## config.mk

```make
export PLATFORM = sky130hd
export DESIGN_NAME = window_3x3_gen_flat
export DESIGN_NICKNAME = d
export VERILOG_FILES = /design/src/rtl/window_3x3_gen_if.sv /design/src/rtl/window_3x3_gen.sv /design/src/flat_wrapper.sv
export SDC_FILE = /design/constraint.sdc
export NUM_CORES = 1
export LEC_CHECK = 0
export CORE_MARGIN = 2
export CORE_UTILIZATION = 28
export DETAILED_ROUTE_END_ITERATION = 8
export PLACE_DENSITY = 0.42
export SLEW_MARGIN = 20
export SYNTH_ARGS = -nofsm -noshare
export SYNTH_HDL_FRONTEND = slang
export SYNTH_SLANG_ARGS = --single-unit
```

## constraint.sdc

```tcl
create_clock -name clk -period 10.05 [get_ports clk]
set_input_delay 2.01 -clock clk [delete_from_list [all_inputs] [get_ports clk]]
set_output_delay 2.01 -clock clk [all_outputs]
set_load 0.01 [all_outputs]
```

## src/rtl/window_3x3_gen_if.sv

```systemverilog
// Pixel-stream / window-stream bundle for window_3x3_gen.
// Widths of win_row/win_col follow the frame geometry parameters.
interface window_3x3_gen_if #(
    parameter int IMG_W = 8,
    parameter int IMG_H = 8
);
    logic [7:0]                 pix_in;
    logic                       pix_valid;
    logic                       sof;
    logic [71:0]                window;
    logic                       win_valid;
    logic [$clog2(IMG_H)-1:0]   win_row;
    logic [$clog2(IMG_W)-1:0]   win_col;
    logic                       frame_done;

    modport slave (
        input  pix_in, pix_valid, sof,
        output window, win_valid, win_row, win_col, frame_done
    );

    modport master (
        output pix_in, pix_valid, sof,
        input  window, win_valid, win_row, win_col, frame_done
    );
endinterface

```

## src/rtl/window_3x3_gen.sv

```systemverilog
// Streaming 3x3 sliding-window generator: two line buffers plus a shifting
// 3x3 register, emitting only fully-interior windows of a raster frame.
module window_3x3_gen #(
    parameter int IMG_W = 8,
    parameter int IMG_H = 8
) (
    input  logic            clk,
    input  logic            rst,
    window_3x3_gen_if.slave s
);
    localparam int CW = $clog2(IMG_W);
    localparam int RW = $clog2(IMG_H);

    logic [CW-1:0] col;
    logic [RW-1:0] row;
    logic [7:0]    lb1 [IMG_W];
    logic [7:0]    lb2 [IMG_W];
    logic [71:0]   win_reg;

    logic          acc;
    logic [CW-1:0] cur_col;
    logic [RW-1:0] cur_row;
    logic [7:0]    lb1_rd;
    logic [7:0]    lb2_rd;
    logic [71:0]   nxt_win;
    logic          qual;
    logic          last_pix;

    always_comb begin
        acc      = s.pix_valid && !rst;
        cur_col  = s.sof ? '0 : col;
        cur_row  = s.sof ? '0 : row;
        lb1_rd   = lb1[cur_col];
        lb2_rd   = lb2[cur_col];
        // Each row shifts left; the new right column is {row r-2, row r-1, current}.
        nxt_win  = {win_reg[63:56], win_reg[55:48], lb2_rd,
                    win_reg[39:32], win_reg[31:24], lb1_rd,
                    win_reg[15:8],  win_reg[7:0],   s.pix_in};
        qual     = acc && (cur_row >= RW'(2)) && (cur_col >= CW'(2));
        last_pix = (cur_row == RW'(IMG_H - 1)) && (cur_col == CW'(IMG_W - 1));
    end

    // Line buffers are not reset; row/column gating keeps stale bytes hidden.
    always_ff @(posedge clk) begin
        if (acc) begin
            lb2[cur_col] <= lb1_rd;
            lb1[cur_col] <= s.pix_in;
        end
    end

    always_ff @(posedge clk) begin
        if (rst) begin
            col          <= '0;
            row          <= '0;
            win_reg      <= '0;
            s.window     <= '0;
            s.win_valid  <= 1'b0;
            s.win_row    <= '0;
            s.win_col    <= '0;
            s.frame_done <= 1'b0;
        end else begin
            s.win_valid  <= qual;
            s.frame_done <= qual && last_pix && !s.sof;
            if (acc) begin
                win_reg <= nxt_win;
                if (cur_col == CW'(IMG_W - 1)) begin
                    col <= '0;
                    row <= (cur_row == RW'(IMG_H - 1)) ? '0 : cur_row + RW'(1);
                end else begin
                    col <= cur_col + CW'(1);
                    row <= cur_row;
                end
            end
            if (qual) begin
                s.window  <= nxt_win;
                s.win_row <= cur_row - RW'(1);
                s.win_col <= cur_col - CW'(1);
            end
        end
    end
endmodule

```

## src/flat_wrapper.sv

```systemverilog
// flat-port wrapper written by rule: the top's interface ports become plain ports
module window_3x3_gen_flat 
#(
    parameter int IMG_W = 8,
    parameter int IMG_H = 8
)
  (clk, rst, s_pix_in, s_pix_valid, s_sof, s_window, s_win_valid, s_win_row, s_win_col, s_frame_done);
  window_3x3_gen_if #(.IMG_W(IMG_W), .IMG_H(IMG_H)) s_i ();
  input  logic clk;
  input  logic rst;
  input wire logic [$bits(s_i.pix_in)-1:0] s_pix_in;
  input wire logic [$bits(s_i.pix_valid)-1:0] s_pix_valid;
  input wire logic [$bits(s_i.sof)-1:0] s_sof;
  output wire logic [$bits(s_i.window)-1:0] s_window;
  output wire logic [$bits(s_i.win_valid)-1:0] s_win_valid;
  output wire logic [$bits(s_i.win_row)-1:0] s_win_row;
  output wire logic [$bits(s_i.win_col)-1:0] s_win_col;
  output wire logic [$bits(s_i.frame_done)-1:0] s_frame_done;
  assign s_i.pix_in = s_pix_in;
  assign s_i.pix_valid = s_pix_valid;
  assign s_i.sof = s_sof;
  assign s_window = s_i.window;
  assign s_win_valid = s_i.win_valid;
  assign s_win_row = s_i.win_row;
  assign s_win_col = s_i.win_col;
  assign s_frame_done = s_i.frame_done;
  window_3x3_gen #(.IMG_W(IMG_W), .IMG_H(IMG_H)) u_core (.clk(clk), .rst(rst), .s(s_i));
endmodule
```

* After elaboration in Yosys (flattened, before gate mapping)
Memories as Yosys holds them, arrays and structs flattened.
Cells that the tools add are included.
Widths: inputs -> output; s select.
** Word-level totals
- Bits in registers :: 150
- Memory bits (writable) :: 128
- Bits of input ports :: 12
- Output and inout port bits :: 80
- Word-level logic and storage cells :: 33
- Memories kept :: 2
** Cells by class
- $add $sub $neg :: 4
- Order comparisons :: 2
- Equality and inequality tests :: 2
- Muxes and demuxes :: 7
- Reduce and logical (&&, ||, !) cells :: 8
** Memories
- u_core.lb1 :: words 8, width 8, rd ports 1, clocked after memory_dff 0, write ports 1, RTL line window_3x3_gen.sv:16 : logic [7:0] lb1 [IMG_W];
- u_core.lb2 :: words 8, width 8, rd ports 1, clocked after memory_dff 0, write ports 1, RTL line window_3x3_gen.sv:17 : logic [7:0] lb2 [IMG_W];
** Operators by type and width (number)
- $mux 3 :: 5
- $add 3x1->3 const B :: 2
- $eq 3x3->1 const B :: 2
- $ge 3x2->1 const B :: 2
- $logic_and 1x1->1 :: 6
- $sub 3x1->3 const B :: 2
- $logic_not 1->1 :: 2
- $mux 1 :: 2

* Depth between registers and ports, before layout
- Word-level depth :: 6
- Depth in mapped cells :: 12
- Mapped depth without buffers :: 8

* Worst setup path before layout
OpenSTA, ideal clock, no wires.
- Path type :: input to register
- Start :: in s_sof
- End :: mem u_core.lb1[1][0] (enable)
- Setup time :: 0.430 ns
- Data arrival time :: 4.207 ns
- Required time :: 9.620 ns
- Path slack :: 5.413 ns
- Cell stages on the path :: 4
- Buffers on the path :: 1
- Cells stage by stage :: nor2b_1 > clkbuf_1 > inv_1 > nor4_1
** On the way
- Word-level cells in the longest chain between the ends :: 1
** Ends and longest elaborated chain
- start, declared :: RTL line flat_wrapper.sv:13 : input wire logic [$bits(s_i.sof)-1:0] s_sof;
- $mux 3 :: RTL line window_3x3_gen.sv:31 : cur_col = s.sof ? '0 : col;
- end, declared :: RTL line window_3x3_gen.sv:16
No other way between the ends.

* Final worst setup path
- Start :: in s_sof
- End :: reg u_core.s.window[54]
** On the way
- Word-level cells in the longest chain between the ends :: 4
- Elaborated cells on any way between the ends :: 7
- Those cells by class :: 2 x order compare; 2 x mux; 2 x reduce/logical; 1 x memory
** Ends and longest elaborated chain
- $mux 3 :: RTL line window_3x3_gen.sv:32 : cur_row = s.sof ? '0 : row;
- $ge 3x2->1 :: RTL line window_3x3_gen.sv:39 : qual = acc && (cur_row >= RW'(2)) && (cur_col >= CW'(2));
- $logic_and 1x1->1 (2 in series) :: RTL line window_3x3_gen.sv:39
- end signal, assigned :: RTL line window_3x3_gen.sv:75 : s.window <= nxt_win;
- end, declared :: RTL line window_3x3_gen_if.sv:18 : output window, win_valid, win_row, win_col, frame_done
Parallel ways exist; a longest one is shown, timed or not.
A chain may end at the register's enable or synchronous reset.

==> results by group <==
Finish
  • Fin area: 12,200 sq um
  • Area grow syn2layout: 22.8%
  • Fill count: 3,467
  • Final Instance Count excl. Fillers: between 1,000 and 1,500
  • Multi-input gate area: 3110 sq um
  • Reg area: roughly 6500 sq um
  • Max reg flops: around 70
  • Commonest non-fill, non-tap cells in the layout: 133 x nand2_1, 133 x dfxtp_1, 128 x edfxtp_1
  • # diodes: 0
  • Post-Route Utilization: 35.1%
  • Ratio of cells with drive above 1 in the final layout: 9.65%
  • Largest regs: u_core.s.window (72), u_core.lb1 (64), u_core.lb2 (64)
  • Final Net Count: just over 900
  • Largest reg by FF count: u_core.s.window

Routing
  • Metal3 WL: between 1000 and 1500 um
  • Iter 0 DRT Violations: 340
  • Drt via density: between 4 and 5
  • Vias: about 6,300
  • Met1 WL: between 10,000 and 15,000 um
  • WL final: 25,500 um
  • DR DRC count: 0
  • WL met2: around 11,000 um
  • Initial DRT Pass Iterations: 4
  • Highest metal used: met4
  • Per-cell routed wire length: roughly 19 um
  • DRT antenna net count: 0

Worst setup path
  • Crit-path cells: clkdlybuf4s50_1 -> buf_4 -> nor2b_1 -> inv_1 -> ha_1 -> nor3_1 -> or4_4 -> inv_6 -> nor2_1 -> a311oi_2
  • Cell family with most CP delay: buffers and inverters
  • Crit-path max cell delay: between 0.8 and 0.9 ns
  • Worst Path Arrival: 5.48 ns
  • CP Launch Type: primary input
  • CP required: 10.52 ns
  • CP max-delay cell: or4_4
  • Critical path class: in2reg
  • CP max FO: 100
  • CP Capture Type: register
  • Worst Path Buf+Inv: 4

Floorplanning
  • Initial Utilization: 28.6%
  • CORE AREA: ~35,000 sq um
  • I/O Pins: 92
  • Die H: approximately 190 um
  • Row count: just under 70
  • DIE WIDTH: around 190 um
  • Die area: ~37,000 sq um

CTS
  • H-tree Lvls: 1
  • CTS tree: yes
  • Clock sinks: roughly 260
  • Reg clk slew, reported paths: approximately 0.06 ns
  • Worst skew pair latency: around 0.57 ns
  • Resized cells post-CTS: 0
  • Hold buffer count at CTS: 0
  • Post-CTS setup buffer count: 0
  • CTS Buf Count: 30
  • Clk root buf: clkbuf_16
  • Clock tree buffer depth: 3

Status
  • Outcome: completed

GRT
  • Number of global-route vias before repair: about 6,100
  • First-pass GRT wire length: around 39,000 um
  • Pin count of the biggest net entering global routing: ~100
  • All-Layer GR Usage: 13.7%
  • Initial antenna violation count: 0
  • GRT overflow: 0

Place
  • Final GP Congestion: approximately 0.72
  • Area after DPL: approximately 11,000 sq um
  • PortBufs: 91
  • Inst Count DP: around 1,300
  • Worst slack, placed: around 4.5 ns
  • DP HPWL: approximately 15,000 um

STA
  • Count of final max-slew check failures: 0
  • Worst-margin pin slew: 1.12 ns
  • Setup ws final: 5.04 ns
  • Minimum clock period: approximately 5 ns
  • Setup violations, final: 0
  • Clock skew: 0.0305 ns
  • RSZ-0062 raised after global routing: false
  • Headroom to the max-slew limit: 25.1%
  • Final hold violation count: 0
  • F_max: 0.199 GHz
  • TNS Setup: 0 ns
  • Period utilization: 49.9%

Synth
  • Fraction of registers with async set/reset: 0%
  • Unique masters post-synth: ~40
  • Syn nets: between 800 and 900
  • Post-synth EDFFs: about 130
  • Post-Syn Area: between 9000 and 10,000 sq um
  • Cells after Synth: roughly 830
  • Top_reg_cell synth: dfxtp_1
  • Average size of a mapped cell: 12.0 sq um
  • Yosys reg bits: 262
  • Register area share after synthesis: 65.8%
  • Syn. warnings: 0

Power
  • VDD IR max: 0.127 mV
  • Static Leak: just over 4 nW
  • PwrDens: ~190 nW/um^2

Hold path
  • Worst Hold Class: reg2reg

Flow run
  • Max cap viols: 0
-- final timing paths --
path	cells past startpoint	from	end	slack [ns]
setup / recovery	10	s_sof	u_core.s.window[54]	5.04
setup reg to reg	8	u_core.col[1]	u_core.s.window[54]	6.46
hold / removal	2	u_core.win_reg[58]	u_core.s.window[66]	0.45
hold reg to reg	2	u_core.win_reg[58]	u_core.s.window[66]	0.45
-- metrics by stage --
step | hold slack [ns] | power, mW
floorplan | 0.431 | 1.24
detailed placement | 0.443 | 1.29
global route | 0.463 | 2.38
CTS | 0.453 | 2.33
global placement | 0.445 | 1.29
finish | 0.450 | 2.30
-- area by class of cell --
cell class                 instances  area share, %
clock inverter                    11          0.739
clock buffer                      44           6.98
multi-input combinational        489           25.5
inverter                          16          0.534
timing repair buffer             100           7.99
tap                              455           4.67
sequential                       262           53.6
-- synth_stat cells, types with 4 or more instances --
cell / n / share of area [%]
a22o_1: 15 / 1.3
a211oi_1: 26 / 2.0
buf_6: 5 / 0.57
o22ai_1: 15 / 0.95
mux2_2: 8 / 0.91
nor3_1: 7 / 0.35
a221oi_1: 7 / 0.62
inv_1: 15 / 0.57
a311oi_2: 8 / 1.2
a211oi_2: 4 / 0.50
dfxtp_1: 134 / 27
o21ai_0: 10 / 0.50
nor2b_1: 6 / 0.38
clkbuf_1: 30 / 1.1
buf_2: 14 / 0.71
a311oi_1: 8 / 0.71
ha_1: 8 / 1.0
edfxtp_1: 128 / 39
nor2_1: 79 / 3.0
buf_1: 8 / 0.30
nand2_1: 133 / 5.0
mux2i_1: 74 / 7.5
a21oi_1: 60 / 3.0
-- worst min-delay path, cell delays in order, from the launching register on --
cell	delay [ns]
dfxtp_1	0.30
nand2_1	0.05
a21oi_1	0.05
-- logic make-up after synthesis --
| logic type | after synthesis | synth area share [%] |
|---|---|---|
| fa+ha+maj | 8 | 1.01 |
| flops | 262 | 65.8 |
| buf+inv | 75 | 3.52 |
| simple gates | 239 | 9.93 |
| xor+xnor | 2 | 0.177 |
| mux | 82 | 8.37 |
| compound gates | 158 | 11.2 |
-- routing by layer --
metal  GRT usage [%]  vias to the layer above
met3            2.07                       37
li1                -                     3125
met1            20.4                     2978
met5               0                        -
met2            20.6                      132
met4            3.76                        0
-- report_power, final --
| group | leakage [nW] | total [mW] | switching (mW) | internal (mW) |
|---|---|---|---|---|
| Combinational | 1.39 | 0.112 | 0.0755 | 0.0363 |
| Clock | 0.461 | 1.03 | 0.421 | 0.609 |
| Sequential | 2.24 | 1.15 | 0.0124 | 1.14 |
| Total | 4.10 | 2.30 | 0.509 | 1.79 |
Power figures use the tool's default switching activity.
